$ cat src/rtl/mult_pkg.sv
// mult_pkg: shared types, default sizes and product negate for the pipelined multiplier
package mult_pkg;
  typedef enum logic [1:0] {ACC_NONE, ACC_MADD, ACC_MSUB, ACC_MTHILO} acc_op_e;
  localparam int WIDTH_DEF = 32;
  localparam int SUB_W_DEF = 8;
  localparam int PROD_MAX = 128;
  function automatic logic [PROD_MAX-1:0] neg_prod(input logic [PROD_MAX-1:0] x);
    return -x;
  endfunction
endpackage

$ cat src/rtl/mult_subprod.sv
// mult_subprod: combinational N*N array of SUB_W x SUB_W slice products, slot i*N+j holds a slice i * b slice j
module mult_subprod import mult_pkg::*; #(
  parameter int WIDTH = WIDTH_DEF,
  parameter int SUB_W = SUB_W_DEF,
  localparam int N = WIDTH / SUB_W,
  localparam int SP = 2 * SUB_W
) (
  input  logic [WIDTH-1:0]    a,
  input  logic [WIDTH-1:0]    b,
  output logic [N*N*SP-1:0]   sub
);
  for (genvar i = 0; i < N; i++) begin : g_row
    for (genvar j = 0; j < N; j++) begin : g_col
      assign sub[(i*N+j)*SP +: SP] = {SUB_W'(0), a[i*SUB_W +: SUB_W]} * {SUB_W'(0), b[j*SUB_W +: SUB_W]};
    end
  end
endmodule

$ cat src/rtl/mult_pipe.sv
// mult_pipe: two-stage valid/ready WIDTH x WIDTH multiplier (signed/unsigned) returning {hi,lo}
// Optional accumulator (MADD/MSUB/MTHILO) enabled by defining MULT_ACC_EN.
module mult_pipe import mult_pkg::*; #(
  parameter int WIDTH = WIDTH_DEF,
  parameter int SUB_W = SUB_W_DEF
) (
  input  logic             clk,
  input  logic             rst,
  input  logic             flush,
  input  logic             in_valid,
  output logic             in_ready,
  input  logic             signed_op,
  input  logic [WIDTH-1:0] a,
  input  logic [WIDTH-1:0] b,
  input  logic [1:0]       acc_op,
  output logic             out_valid,
  input  logic             out_ready,
  output logic [WIDTH-1:0] hi,
  output logic [WIDTH-1:0] lo
);
  localparam int N = WIDTH / SUB_W;
  localparam int PW = 2 * WIDTH;
  localparam int SP = 2 * SUB_W;
  localparam int SW = N * N * SP;
  logic [WIDTH-1:0] mag_a, mag_b;
  logic neg;
  logic [SW-1:0] sub_c, s1_sub;
  logic s1_valid, s1_neg, s2_valid;
  logic s1_adv, s2_adv, in_take, s2_load;
  logic [PW-1:0] sum, prod, result;
  logic [PROD_MAX-1:0] neg_full;
  assign mag_a = (signed_op && a[WIDTH-1]) ? -a : a;
  assign mag_b = (signed_op && b[WIDTH-1]) ? -b : b;
  assign neg = signed_op & (a[WIDTH-1] ^ b[WIDTH-1]);
  assign s2_adv = !s2_valid || out_ready;
  assign s1_adv = !s1_valid || s2_adv;
  assign in_ready = s1_adv;
  assign out_valid = s2_valid;
  assign in_take = s1_adv && in_valid;
  assign s2_load = s2_adv && s1_valid && !flush;
  mult_subprod #(.WIDTH(WIDTH), .SUB_W(SUB_W)) u_subprod (.a(mag_a), .b(mag_b), .sub(sub_c));
  // shift each registered slice product into place and sum in 2*WIDTH bits
  always_comb begin
    sum = '0;
    for (int i = 0; i < N; i++)
      for (int j = 0; j < N; j++)
        sum = sum + (PW'(s1_sub[(i*N+j)*SP +: SP]) << (SUB_W*(i+j)));
  end
  assign neg_full = neg_prod(PROD_MAX'(sum));
  assign prod = s1_neg ? neg_full[PW-1:0] : sum;
`ifdef MULT_ACC_EN
  acc_op_e s1_op;
  logic [PW-1:0] s1_ab, acc, acc_nx;
  // next accumulator value for the op leaving stage 1
  always_comb begin
    acc_nx = s1_op == ACC_MADD ? acc + prod :
             s1_op == ACC_MSUB ? acc - prod :
             s1_op == ACC_MTHILO ? s1_ab : acc;
    result = s1_op == ACC_NONE ? prod : acc_nx;
  end
  // op and raw operands travel with stage 1; acc only moves when an op really loads stage 2
  always_ff @(posedge clk) begin
    if (rst) begin
      s1_op <= ACC_NONE;
      s1_ab <= '0;
      acc <= '0;
    end else begin
      if (in_take) begin
        s1_op <= acc_op_e'(acc_op);
        s1_ab <= {a, b};
      end
      if (s2_load) acc <= acc_nx;
    end
  end
`else
  logic unused_acc_op;
  assign unused_acc_op = ^acc_op;
  assign result = prod;
`endif
  // pipeline valids and data; flush kills valids only, stalled stages hold
  always_ff @(posedge clk) begin
    if (rst) begin
      s1_valid <= 1'b0;
      s2_valid <= 1'b0;
      s1_neg <= 1'b0;
      s1_sub <= '0;
      hi <= '0;
      lo <= '0;
    end else begin
      if (flush) begin
        s1_valid <= 1'b0;
        s2_valid <= 1'b0;
      end else begin
        if (s1_adv) s1_valid <= in_valid;
        if (s2_adv) s2_valid <= s1_valid;
      end
      if (in_take) begin
        s1_neg <= neg;
        s1_sub <= sub_c;
      end
      if (s2_load) {hi, lo} <= result;
    end
  end
endmodule
$ cat config.mk
export PLATFORM = sky130hd
export DESIGN_NAME = mult_pipe
export DESIGN_NICKNAME = d
export VERILOG_FILES = /design/src/rtl/mult_pkg.sv /design/src/rtl/mult_subprod.sv /design/src/rtl/mult_pipe.sv
export SDC_FILE = /design/constraint.sdc
export NUM_CORES = 2
export LEC_CHECK = 0
export CAP_MARGIN = 20
export CORE_MARGIN = 4
export CORE_UTILIZATION = 55
export CTS_BUF_LIST = sky130_fd_sc_hd__clkbuf_2
export CTS_CLUSTER_DIAMETER = 40
export DETAILED_ROUTE_END_ITERATION = 7
export MAX_ROUTING_LAYER = met4
export PLACE_DENSITY = 0.78
export SYNTH_ARGS = -nofsm -noshare
export SYNTH_HDL_FRONTEND = slang
export SYNTH_SLANG_ARGS = --single-unit
$ cat constraint.sdc
create_clock -name clk -period 16.7 [get_ports clk]
set_clock_uncertainty 0.05 [all_clocks]
set_input_delay 2.505 -clock clk [delete_from_list [all_inputs] [get_ports clk]]
set_output_delay 2.505 -clock clk [all_outputs]
set_load 0.02 [all_outputs]
==> metrics.csv <==
stage,metric,value,unit
logic_synthesis,post-synth top area share,27.1,%
route,total vias in the final route,46800,
placed_design,DP HPWL,129000,µm
route,ANT nets after route,0,
timing,fin. max-slew vios,0,
layout,Register Area,6470,µm²
logic_synthesis,top-count cell post-synth,inv_1,
grt,global-route wire length before repair,263000,µm
timing,total negative slack,0,ns
setup_path,R2R Setup Slk,9.43,ns
power_and_ir_drop,Tot Pwr,12.2,mW
logic_synthesis,synth cell count leaders,"inv_1, nand2_1, nor2_1",
logic_synthesis,Post-Syn Nets,8169,
grt,initial antenna violation count,1,
logic_synthesis,Yosys reg bits,323,
setup_path,startpoint types,input port,
layout,multi-input logic area,42000,µm²
logic_synthesis,async set-reset flop share out of synthesis,0,%
setup_path,critical path's top delay family,adder cells,
clocking,H-tree Lvls,3,
grt,largest net degree at the start of global routing,163,
clocking,CTS Buf Count,97,
setup_path,Setup CP Type,input port to flop,
die,Initial Util,55.8,%
placed_design,GPL Wtd Cong,0.985,
clocking,Post-CTS Resized,0,
layout,Area Growth Syn to Fin,8.10,%
grt,gr usage total,33.9,%
timing,setup violators final,0,
logic_synthesis,synthesized instance count,6669,
setup_path,Crit Path Max Fanout,13,
setup_path,Critical Path RT,17.78,ns
logic_synthesis,post-synthesis sequential area ratio,12.1,%
clocking,Clock Sinks,323,
logic_synthesis,Post-synth top flop,dfxtp_1,
die,core area,95600,µm²
clocking,clk slew on worst S/H paths,0.10,ns
die,Die Span Y,319,µm
logic_synthesis,syn_area_per_cell,8.00,µm²
route,vias per inst,5.80,
clocking,Root Buffer,clkbuf_2,
die,die area,102000,µm²
logic_synthesis,Cell variety after synth,89,
route,Initial DRC Count,4231,
logic_synthesis,Syn. warnings,0,
die,io pins,138,
route,drt first pass iters,8,
logic_synthesis,Post-Syn Area,53300,µm²
setup_path,"slowest stage delay, CP",0.89,ns
timing,Slew HR,12.8,%
setup_path,crit end category,flop,
clocking,Skew-Pair Late Insertion Delay,1.26,ns
route,DRC Markers,0,
flow_run,max-cap check violation count,0,
placed_design,IO Port Bufs,135,
setup_path,CP Buf/Inv Count,8,
timing,worst-margin pin slew,1.30,ns
logic_synthesis,Synth area leader,fa_1,
worst_hold_path,Tightest Hold Check Type,flop to flop,
placed_design,dpl cells,7881,
clocking,Setup Buffers After CTS,0,
power_and_ir_drop,leak pwr,28.7,nW
die,Die Width,319,µm
layout,FILL cells,8540,
logic_synthesis,main area contributors after synthesis,"fa_1, ha_1, dfxtp_1",
clocking,TritonCTS clock tree,built,
die,Rows,113,
layout,layout cell share with drive strength beyond 1,6.04,%
timing,Fin. Hold Viols,0,
layout,final net count,8217,
timing,Final Critical Period,10.16,ns
route,total wire length,168000,µm
timing,Final period util,60.8,%
clocking,CTS Buffer Depth,3,
layout,Non-Filler Instances,8066,
setup_path,"Max stage delay cell, worst path",xor2_2,
setup_path,cell mode on critical path,inv_1,
outcome,outcome,finished clean,
logic_synthesis,Post-synth EDFFs,0,
route,routed len/inst,20.8,µm
clocking,CTS Hold Bufs,0,
power_and_ir_drop,Pwr Density,212,nW/µm²
power_and_ir_drop,Max rail drop VDD,0.000236,V
grt,vias in the first global route,46800,
grt,grt ovf,0,
timing,RSZ-0062 raised after global routing,no,
setup_path,crit path DAT,11.23,ns
timing,Achievable Freq,98.5,MHz
==> path summary, 6_finish.rpt <==
path / depth (start not counted) / end / from
worst max-delay path: 30 / s1_sub[255]$_SDFFE_PP0P_ / b[0]
worst min-delay path: 2 / s1_sub[172]$_SDFFE_PP0P_ / s1_sub[172]$_SDFFE_PP0P_
worst max register to register: 20 / hi[28]$_SDFFE_PP0P_ / s1_sub[41]$_SDFFE_PP0P_
worst min register to register: 2 / s1_sub[172]$_SDFFE_PP0P_ / s1_sub[172]$_SDFFE_PP0P_
==> through the flow <==
step | setup slack (ns) | hold slack, ns | util (%) | area, µm²
after global placement | 5.68 | 0.389 | 59.3 | 56700
after detailed placement | 5.58 | 0.393 | 59.3 | 56700
after global routing | 6.15 | 0.422 | 60.3 | 57600
final | 6.54 | 0.407 | 60.3 | 57600
after floorplan | 7.25 | 0.382 | - | 53300
after CTS | 6.80 | 0.408 | 60.3 | 57600
==> metal layers <==
layer / share of wire, % / routed length (µm) / vias up / track usage, %
met5: 0 / 0 / - / -
met2: 42 / 71100 / 2458 / 50.0
met3: 12 / 20900 / 507 / 9.20
li1: - / - / 21300 / -
met4: 5.7 / 9500 / 0 / 15.5
met1: 39 / 66300 / 22600 / 43.7
==> registers in the layout, summed over array words and instances (netlist names) <==
name       flops
lo            32
s1_sub       256
out_valid      1
hi            32
s1_neg         1
s1_valid       1
==> final cells by class <==
cell class              instances  area share [%]
clock buffers                 134            1.16
multi-input cells            4874            72.8
diodes                          1         0.00434
well taps                    1265            2.75
clock inverters                48           0.462
inverters                    1163            7.57
repair buffers                258            3.98
flip-flops and latches        323            11.2
==> placed cells by master, fill, tap and decap left out, drive strengths merged, types with 46 or more instances in the layout <==
master | netlist | routed
inv | 1161 | 1165
nand2 | 854 | 854
nor2 | 847 | 847
fa | 721 | 721
ha | 707 | 707
a21oi | 373 | 373
dfxtp | 323 | 323
o21ai | 234 | 234
xnor2 | 179 | 179
nor3 | 156 | 156
clkbuf | 290 | 135
clkdlybuf4s50 | 0 | 134
xor2 | 133 | 133
buf | 19 | 123
a211oi | 94 | 94
a21boi | 46 | 46
==> where the power goes <==
group,switching (mW),internal (mW),leakage (nW)
Combinational,6.48,4.00,25.4
Clock,0.412,0.247,0.705
Sequential,0.119,0.945,2.65
Total,7.01,5.20,28.7
==> cell families after synthesis <==
group	after synthesis	share of synthesized area (%)
buffers and inverters	1472	10.4
AOI/OAI and AO/OA	965	11.2
adders and majority gates	1428	43.7
muxes	17	0.324
and+or+nand+nor	2152	17.1
DFF	323	12.1
xor gates and xnor gates	312	5.12
==> worst min-delay path, cell delays in order, from the launching register on <==
cell     delay, ns
dfxtp_1       0.32
nand2_1       0.05
a21oi_1       0.05
No activity file was read; power rests on OpenSTA's default activity.
